File: config.mk
export PLATFORM = sky130hd
export DESIGN_NAME = kf6845_address_generator
export DESIGN_NICKNAME = d
export VERILOG_FILES = /design/src/rtl/kf6845_address_generator.sv
export SDC_FILE = /design/constraint.sdc
export NUM_CORES = 1
export LEC_CHECK = 0
export ABC_AREA = 0
export ABC_CLOCK_PERIOD_IN_PS = 3000
export BUFFER_PORTS_ARGS = -buffer_cell sky130_fd_sc_hd__clkbuf_2
export CORE_AREA = 2 2 107 109
export CTS_CLUSTER_SIZE = 10
export DETAILED_ROUTE_END_ITERATION = 6
export DIE_AREA = 0 0 109 111
export GPL_TIMING_DRIVEN = 0
export PLACE_DENSITY = 0.75
export SLEW_MARGIN = 15
export SYNTH_ARGS = -nofsm -noshare
export SYNTH_HDL_FRONTEND = slang
export SYNTH_SLANG_ARGS = --single-unit
File: constraint.sdc
create_clock -name clock -period 3 [get_ports clock]
set_input_delay 0.45 -clock clock [delete_from_list [all_inputs] [get_ports clock]]
set_output_delay 0.45 -clock clock [all_outputs]
set_load 0.005 [all_outputs]
File: src/rtl/kf6845_address_generator.sv
// KF6845 CRTC vertical/raster scan stage.
// Generates MA/RA, the frame-end strobe, vertical display enable and VSYNC.
module kf6845_address_generator (
    input  logic        clock,
    input  logic        reset_n,
    input  logic        video_clock_enable,
    input  logic [7:0]  internal_data_bus_in,
    input  logic        write_vertical_total_register,
    input  logic        write_vertical_total_adjust_register,
    input  logic        write_vertical_displayed_register,
    input  logic        write_vertical_sync_position_register,
    input  logic        write_max_scan_line_register,
    input  logic        write_start_address_h_register,
    input  logic        write_start_address_l_register,
    input  logic [7:0]  horizontal_displayed,
    input  logic        H_end,
    output logic [13:0] MA,
    output logic [4:0]  RA,
    output logic        V_total,
    output logic        V_display,
    output logic        VSYNC
);

    typedef enum logic {
        ROWS   = 1'b0,
        ADJUST = 1'b1
    } state_t;

    logic [6:0]  vertical_total_q;
    logic [6:0]  vertical_total_d;
    logic [4:0]  total_adjust_q;
    logic [4:0]  total_adjust_d;
    logic [6:0]  vertical_displayed_q;
    logic [6:0]  vertical_displayed_d;
    logic [6:0]  vsync_position_q;
    logic [6:0]  vsync_position_d;
    logic [4:0]  max_scan_line_q;
    logic [4:0]  max_scan_line_d;
    logic [13:0] start_address_q;
    logic [13:0] start_address_d;

    state_t      state_q;
    state_t      state_d;
    logic [6:0]  row_q;
    logic [6:0]  row_d;
    logic [4:0]  ra_q;
    logic [4:0]  ra_d;
    logic [4:0]  adjust_count_q;
    logic [4:0]  adjust_count_d;
    logic [13:0] row_start_q;
    logic [13:0] row_start_d;
    logic [13:0] ma_q;
    logic [13:0] ma_d;
    logic [3:0]  vsync_count_q;
    logic [3:0]  vsync_count_d;
    logic        vsync_q;
    logic        vsync_d;
    logic        v_total_q;
    logic        v_total_d;
    logic        v_display_q;
    logic        v_display_d;

    logic        line_end;
    logic        frame_end;
    logic        row_entry;
    logic        ra_at_max;
    logic        row_at_total;
    logic        adjust_done;
    logic [13:0] next_row_start;

    assign line_end       = video_clock_enable & H_end;
    assign ra_at_max      = (ra_q == max_scan_line_q);
    assign row_at_total   = (row_q == vertical_total_q);
    assign adjust_done    = (adjust_count_q == total_adjust_q);
    assign next_row_start = row_start_q + {6'd0, horizontal_displayed};

    // Register file: writes are independent of the character clock.
    always_comb begin
        vertical_total_d     = vertical_total_q;
        total_adjust_d       = total_adjust_q;
        vertical_displayed_d = vertical_displayed_q;
        vsync_position_d     = vsync_position_q;
        max_scan_line_d      = max_scan_line_q;
        start_address_d      = start_address_q;
        if (write_vertical_total_register)
            vertical_total_d = internal_data_bus_in[6:0];
        if (write_vertical_total_adjust_register)
            total_adjust_d = internal_data_bus_in[4:0];
        if (write_vertical_displayed_register)
            vertical_displayed_d = internal_data_bus_in[6:0];
        if (write_vertical_sync_position_register)
            vsync_position_d = internal_data_bus_in[6:0];
        if (write_max_scan_line_register)
            max_scan_line_d = internal_data_bus_in[4:0];
        if (write_start_address_h_register)
            start_address_d[13:8] = internal_data_bus_in[5:0];
        if (write_start_address_l_register)
            start_address_d[7:0] = internal_data_bus_in;
    end

    always_ff @(posedge clock or negedge reset_n) begin
        if (!reset_n) begin
            vertical_total_q     <= 7'd0;
            total_adjust_q       <= 5'd0;
            vertical_displayed_q <= 7'd0;
            vsync_position_q     <= 7'd0;
            max_scan_line_q      <= 5'd0;
            start_address_q      <= 14'd0;
        end else begin
            vertical_total_q     <= vertical_total_d;
            total_adjust_q       <= total_adjust_d;
            vertical_displayed_q <= vertical_displayed_d;
            vsync_position_q     <= vsync_position_d;
            max_scan_line_q      <= max_scan_line_d;
            start_address_q      <= start_address_d;
        end
    end

    // Scan counters and row/adjust state machine.
    always_comb begin
        state_d        = state_q;
        row_d          = row_q;
        ra_d           = ra_q;
        adjust_count_d = adjust_count_q;
        row_start_d    = row_start_q;
        ma_d           = ma_q;
        frame_end      = 1'b0;
        row_entry      = 1'b0;
        if (video_clock_enable) begin
            if (!H_end) begin
                ma_d = ma_q + 14'd1;
            end else begin
                unique case (state_q)
                    ROWS: begin
                        if (!ra_at_max) begin
                            ra_d = ra_q + 5'd1;
                            ma_d = row_start_q;
                        end else if (!row_at_total) begin
                            ra_d        = 5'd0;
                            row_d       = row_q + 7'd1;
                            row_start_d = next_row_start;
                            ma_d        = next_row_start;
                            row_entry   = 1'b1;
                        end else if (total_adjust_q != 5'd0) begin
                            state_d        = ADJUST;
                            adjust_count_d = 5'd1;
                            ra_d           = 5'd0;
                            ma_d           = row_start_q;
                        end else begin
                            frame_end = 1'b1;
                        end
                    end
                    ADJUST: begin
                        if (!adjust_done) begin
                            adjust_count_d = adjust_count_q + 5'd1;
                            ra_d           = ra_q + 5'd1;
                            ma_d           = row_start_q;
                        end else begin
                            frame_end = 1'b1;
                        end
                    end
                endcase
                if (frame_end) begin
                    state_d        = ROWS;
                    row_d          = 7'd0;
                    ra_d           = 5'd0;
                    adjust_count_d = 5'd0;
                    row_start_d    = start_address_q;
                    ma_d           = start_address_q;
                    row_entry      = 1'b1;
                end
            end
        end
        v_total_d   = frame_end;
        v_display_d = (state_d == ROWS) && (row_d < vertical_displayed_q);
    end

    // Sync runs for 16 line ends once started and cannot be retriggered.
    always_comb begin
        vsync_d       = vsync_q;
        vsync_count_d = vsync_count_q;
        if (line_end) begin
            if (vsync_q) begin
                vsync_count_d = vsync_count_q + 4'd1;
                if (vsync_count_q == 4'hf)
                    vsync_d = 1'b0;
            end else if (row_entry && (row_d == vsync_position_q)) begin
                vsync_d       = 1'b1;
                vsync_count_d = 4'd0;
            end
        end
    end

    always_ff @(posedge clock or negedge reset_n) begin
        if (!reset_n) begin
            state_q        <= ROWS;
            row_q          <= 7'd0;
            ra_q           <= 5'd0;
            adjust_count_q <= 5'd0;
            row_start_q    <= 14'd0;
            ma_q           <= 14'd0;
            vsync_count_q  <= 4'd0;
            vsync_q        <= 1'b0;
            v_total_q      <= 1'b0;
            v_display_q    <= 1'b0;
        end else begin
            state_q        <= state_d;
            row_q          <= row_d;
            ra_q           <= ra_d;
            adjust_count_q <= adjust_count_d;
            row_start_q    <= row_start_d;
            ma_q           <= ma_d;
            vsync_count_q  <= vsync_count_d;
            vsync_q        <= vsync_d;
            v_total_q      <= v_total_d;
            v_display_q    <= v_display_d;
        end
    end

    assign MA        = ma_q;
    assign RA        = ra_q;
    assign V_total   = v_total_q;
    assign V_display = v_display_q;
    assign VSYNC     = vsync_q;

endmodule

## Yosys cells after proc, flatten, opt, wreduce, memory -nomap -nowiden

Index checks and enable logic that the tools add are counted.

- Register bits: 98
- Bits of input ports: 27
- Output and inout bits: 22
- Word-level logic and storage cells: 107

- Add/subtract/negate cells: 6
- Magnitude comparators: 1
- Eq/ne operators: 14
- Muxes and demuxes: 56
- Bitwise gates (word level): 3
- Reduce and logical (&&, ||, !) cells: 10

Operators with widths:

| cell | count |
|---|---|
| $mux 14 | 10 |
| $mux 5 | 10 |
| $mux 7 | 6 |
| $pmux 14 s2 | 1 |
| $mux 1 | 24 |
| $pmux 5 s2 | 2 |
| $add 14x1->14 const B | 1 |
| $add 14x8->14 | 1 |
| $eq 7x7->1 | 2 |
| $add 5x1->5 const B | 2 |
| $eq 5x5->1 | 2 |
| $ne 3x3->1 const B | 3 |
| $mux 4 | 2 |
| $add 7x1->7 const B | 1 |
| $lt 7x7->1 | 1 |
| $ne 6x6->1 const B | 1 |
| $reduce_and 6->1 | 1 |
| $ne 5x5->1 const B | 1 |
| $reduce_and 5->1 | 1 |
| $reduce_bool 5->1 | 1 |
| $add 4x1->4 const B | 1 |
| $eq 4x4->1 const B | 1 |
| $ne 2x1->1 const B | 2 |
| $ne 4x3->1 const B | 1 |
| 9 further kinds | 12 |

## Logic depth before layout (Yosys ltp)

- Depth after elaboration: 14
- Depth in mapped cells: 13
- Mapped depth without buffers: 12

## Worst setup path after synthesis

Ideal clock, no wire load.

- Path type: reg2reg
- From: register total_adjust_q[0]
- To: register v_display_q (netlist: V_display)
- Arrival: 2.886 ns
- Required time: 2.901 ns
- Setup slack: 0.015 ns
- Cell stages (with the launch flop): 11
- Buffers on the path: 1
- Period minus slack after synthesis: 2.985 ns
- Path through: dfrtp_1 -> or4_4 -> or4_4 -> o21ai_2 -> clkbuf_1 -> a2bb2oi_1 -> ha_1 -> and4_1 -> a21oi_1 -> nand2_1 -> a311oi_1

- Cells in the longest elaborated chain, start to end: 12
- Elaborated cells on any way between the ends: 22

RTL lines:

| item | RTL line | text |
|---|---|---|
| start, declared | 31 | `logic [4:0] total_adjust_q;` |
| start signal, assigned | 111 | `total_adjust_q <= total_adjust_d;` |
| $reduce_bool 5->1 | 144 | `end else if (total_adjust_q != 5'd0) begin` |
| $mux 1 | 144 |  |
| $mux 1 | 138 | `end else if (!row_at_total) begin` |
| $mux 1 | 135 | `if (!ra_at_max) begin` |
| $pmux 1 s2 (*) | 133 | `unique case (state_q)` |
| $mux 1 (*) | 130 | `if (!H_end) begin` |
| $mux 1 (*) | 129 | `if (video_clock_enable) begin` |
| $mux 7 (*) | 163 | `if (frame_end) begin` |
| $mux 7 (*) | 130 |  |
| $mux 7 (*) | 129 |  |
| named net row_d[6] | 45 | `logic [6:0] row_d;` |
| $lt 7x7->1 (*) | 175 | `v_display_d = (state_d == ROWS) && (row_d < vertical_displayed_q);` |
| $logic_and 1x1->1 (*) | 175 |  |
| named net v_display_d | 61 | `logic v_display_d;` |
| end signal, assigned | 216 | `v_display_q <= v_display_d;` |
| end, declared | 60 | `logic v_display_q;` |

The timed path passes the listed nets; every way through them passes the cells marked *. The select of a mux whose other input is x is not followed.
A chain may end at the register's enable or synchronous reset.

## Worst setup path after layout

- From: register total_adjust_q[3]
- To: register v_display_q (netlist: V_display)

The elaborated chain is that of the path after synthesis.

==> impl_metrics.py <==
metrics = {
    "worst_setup_path": {
        "crit_path_max_incr_delay_ns": 0.53,
        "crit_top_cell": "or4_4",
        "reg2regPathDepth": 11,
        "slowest_stage": "or4_4",
        "path_delay_family": "simple AND/OR/NAND/NOR gates",
        "critPathMaxFanout": 5,
        "critPathArrivalTime_ns": 3.22,
        "critPathLaunchType": "flop",
        "worst-path-stages": 11,
        "crit_required_ns": 3.25,
        "end_kind": "flop",
        "critical_path_class": "reg -> reg",
        "path_cells": "or4_4 > or4_4 > o21a_4 > nor2_4 > nor2_2 > ha_1 > a21oi_1 > nor2b_1 > o21ai_1 > nand2_1 > a311oi_2",
        "critPathBufInv": 0,
    },
    "final_layout": {
        "nNetsFinal": 705,
        "drive_gt1_share_pct": 22.8,
        "mostFrequentLayoutCells": "dfrtp_1 (95), nand2_1 (55), o21ai_0 (49)",
        "layout_commonest_cell": "dfrtp_1",
        "antenna_cells": 0,
        "final_cells": 805,
        "area_delta_synth_final_pct": 15.5,
    },
    "timing": {
        "whs_ns": 0.200,
        "worstMarginPinSlew_ns": 0.782,
        "min_period_over_period_pct": 99.1,
        "timing.fmax_ghz": 0.336,
        "fin_worst_skew_ns": 0.00906,
        "setup_viol": 0,
        "rsz0062_at_grt": "true",
        "slew-limit-headroom_pct": 47.9,
        "final_hold_viol_count": 0,
        "layout_min_cycle_time_ns": 2.97,
        "drv_slew": 0,
    },
    "clock_network": {
        "insertion_delay_ns": 0.35,
        "cts_root_buf": "clkbuf_16",
        "cts_max_level": 3,
        "clock-sinks": 98,
        "cts_buffer_depth": 2,
        "cts_tree": "done",
        "path_clk_slew_ns": 0.06,
        "cts-buffers-inserted": 9,
    },
    "floorplan": {
        "row_count": 39,
        "die_w_um": 109,
        "dieArea_sq_mm": 0.0121,
        "initial_core_util_pct": 52.0,
        "core_area_sq_mm": 0.0111,
        "ios": 49,
        "die_h_um": 111,
    },
    "run": {
        "cap_viol_max_count": 0,
    },
    "synth": {
        "synth_top_flop_cell": "dfrtp_1",
        "synth_top_cell_area_share_pct": 42.6,
        "synth_nets": 647,
        "synth_top_cells_by_area": "dfrtp_1 (43%), mux2_2 (7.8%), o21ai_0 (4.4%)",
        "ys_types": 66,
        "synth_area_leader_cell": "dfrtp_1",
        "yosysWarnings": 0,
        "ys_ff_latch": 98,
        "avgSynthCellArea_sq_um": 9.59,
        "synth_area_sq_mm": 0.00576,
        "seq_area_frac_synth_pct": 42.6,
        "ys_async_sr_fraction_pct": 100,
        "netlist_instances": 600,
        "synth-edff-count": 0,
    },
    "grt": {
        "grt_max_degree": 99,
        "grt.overflow.total": 0,
        "grt_pass1_vias": 4903,
        "grt_pass1_wl_um": 24500,
        "grt_usage_pct": 26.0,
        "antenna_found_initial": 0,
    },
    "drt": {
        "drt-total-wl_um": 15000,
        "viasPerCell": 6.22,
        "vias": 5004,
        "drcViolationCount": 0,
        "ant_nets": 0,
        "drtIter0Drc": 514,
        "drt_first_pass_iters": 5,
        "wl_per_cell_um": 18.6,
    },
    "power_and_ir_drop": {
        "p_per_area_mw_per_mm2": 647,
        "ir_worst_vdd_v": 0.000353,
        "leakagePower_nw": 2.85,
    },
    "place": {
        "io_buffer_count": 43,
        "placed_cells": 786,
        "dpl.hpwl_um": 10600,
        "gp_congestion": 0.949,
    },
    "worst_hold_path": {
        "hp-class": "in -> async",
    },
    "status": {
        "status": "completed",
    },
}
## per-layer routing
metal	up-vias	GRT usage (%)	wire length [um]	part of all wire, %
met5	-	0	0	0
li1	2307	-	-	-
met1	2442	34.1	6290	42
met4	0	9.32	325	2.2
met3	32	5.17	1030	6.9
met2	223	42.4	7340	49
## worst paths after layout
kind	start	endpoint	slack, ns
max reg2reg	total_adjust_q[3]$_DFFE_PN0P_	V_display$_DFF_PN0_	0.03
max	total_adjust_q[3]$_DFFE_PN0P_	V_display$_DFF_PN0_	0.03
min	reset_n	V_total$_DFF_PN0_	0.20
min in group clock	internal_data_bus_in[7]	start_address_q[7]$_DFFE_PN0P_	0.34
max in group asynchronous	reset_n	RA[2]$_DFFE_PN0P_	2.23
min reg2reg	start_address_q[1]$_DFFE_PN0P_	start_address_q[1]$_DFFE_PN0P_	0.51
## power by group
group,internal (mW),switching [mW],leakage (nW)
Sequential,1.54,0.257,1.19
Combinational,0.598,0.730,1.51
Clock,0.672,0.507,0.150
Total,2.81,1.49,2.85
## cells by family after synthesis
family                     share of synthesized area, %
adders and majority gates                          4.48
AOI/OAI and AO/OA                                  18.3
and+or+nand+nor                                    15.9
DFF                                                42.6
xor gates and xnor gates                           4.83
buffers and inverters                              3.54
muxes                                              10.3
## what timing repair did
item,CTS,global route
hold buffers,0,0
resized for setup,10,31
setup buffers,1,5
cloned,0,0
pin swaps,2,14
endpoints found under the setup margin,7,18
## metrics by stage
stage,cell area [sq um],util [%],TNS (ns),worst slack [ns],total power [mW]
2_1_floorplan,5760,-,0,0.0149,2.66
3_3_place_gp,6150,55.5,-0.611,-0.522,3.00
3_5_place_dp,6160,55.6,-0.683,-0.547,3.07
4_1_cts,6510,58.8,-0.153,-0.0757,4.26
5_1_grt,6650,60.0,-0.160,-0.0430,4.55
6_report,6650,60.0,0,0.0257,4.31
## cell usage after synthesis, types with 5 or more instances
cell      instances
dfrtp_1          98
nand2_1          57
o21ai_0          51
mux2_2           40
a21oi_1          35
nor2_1           31
nand3_1          23
clkbuf_1         22
nor3_1           21
inv_1            20
xnor2_1          20
ha_1             19
mux2i_1          13
o22ai_1          12
nand4_1          11
xor2_1            9
or3_1             8
a31oi_1           6
and3_1            6
a22oi_1           5
and2_1            5
nor4_1            5
o21a_1            5
o31ai_1           5
## cell type report
class | count | area [sq um]
Multi-Input combinational cell | 452 | 3230
Clock inverter | 5 | 61.3
Buffer | 28 | 143
Timing Repair Buffer | 49 | 269
Fill cell | 932 | 4430
Inverter | 20 | 75.1
Tap cell | 143 | 179
Sequential cell | 98 | 2460
Clock buffer | 10 | 239
## registers in the layout, summed over array words and instances, names as in the netlist
| register | cells |
|---|---|
| V_display | 1 |
| start_address_q | 14 |
| RA | 5 |
| vertical_total_q | 7 |
| row_q | 7 |
| total_adjust_q | 5 |
| adjust_count_q | 5 |
| state_q | 1 |
| vsync_position_q | 7 |
| vertical_displayed_q | 7 |
| VSYNC | 1 |
| MA | 14 |
| vsync_count_q | 4 |
| row_start_q | 14 |
| V_total | 1 |
| max_scan_line_q | 5 |
Note: power is estimated with default switching activity, not from simulation.
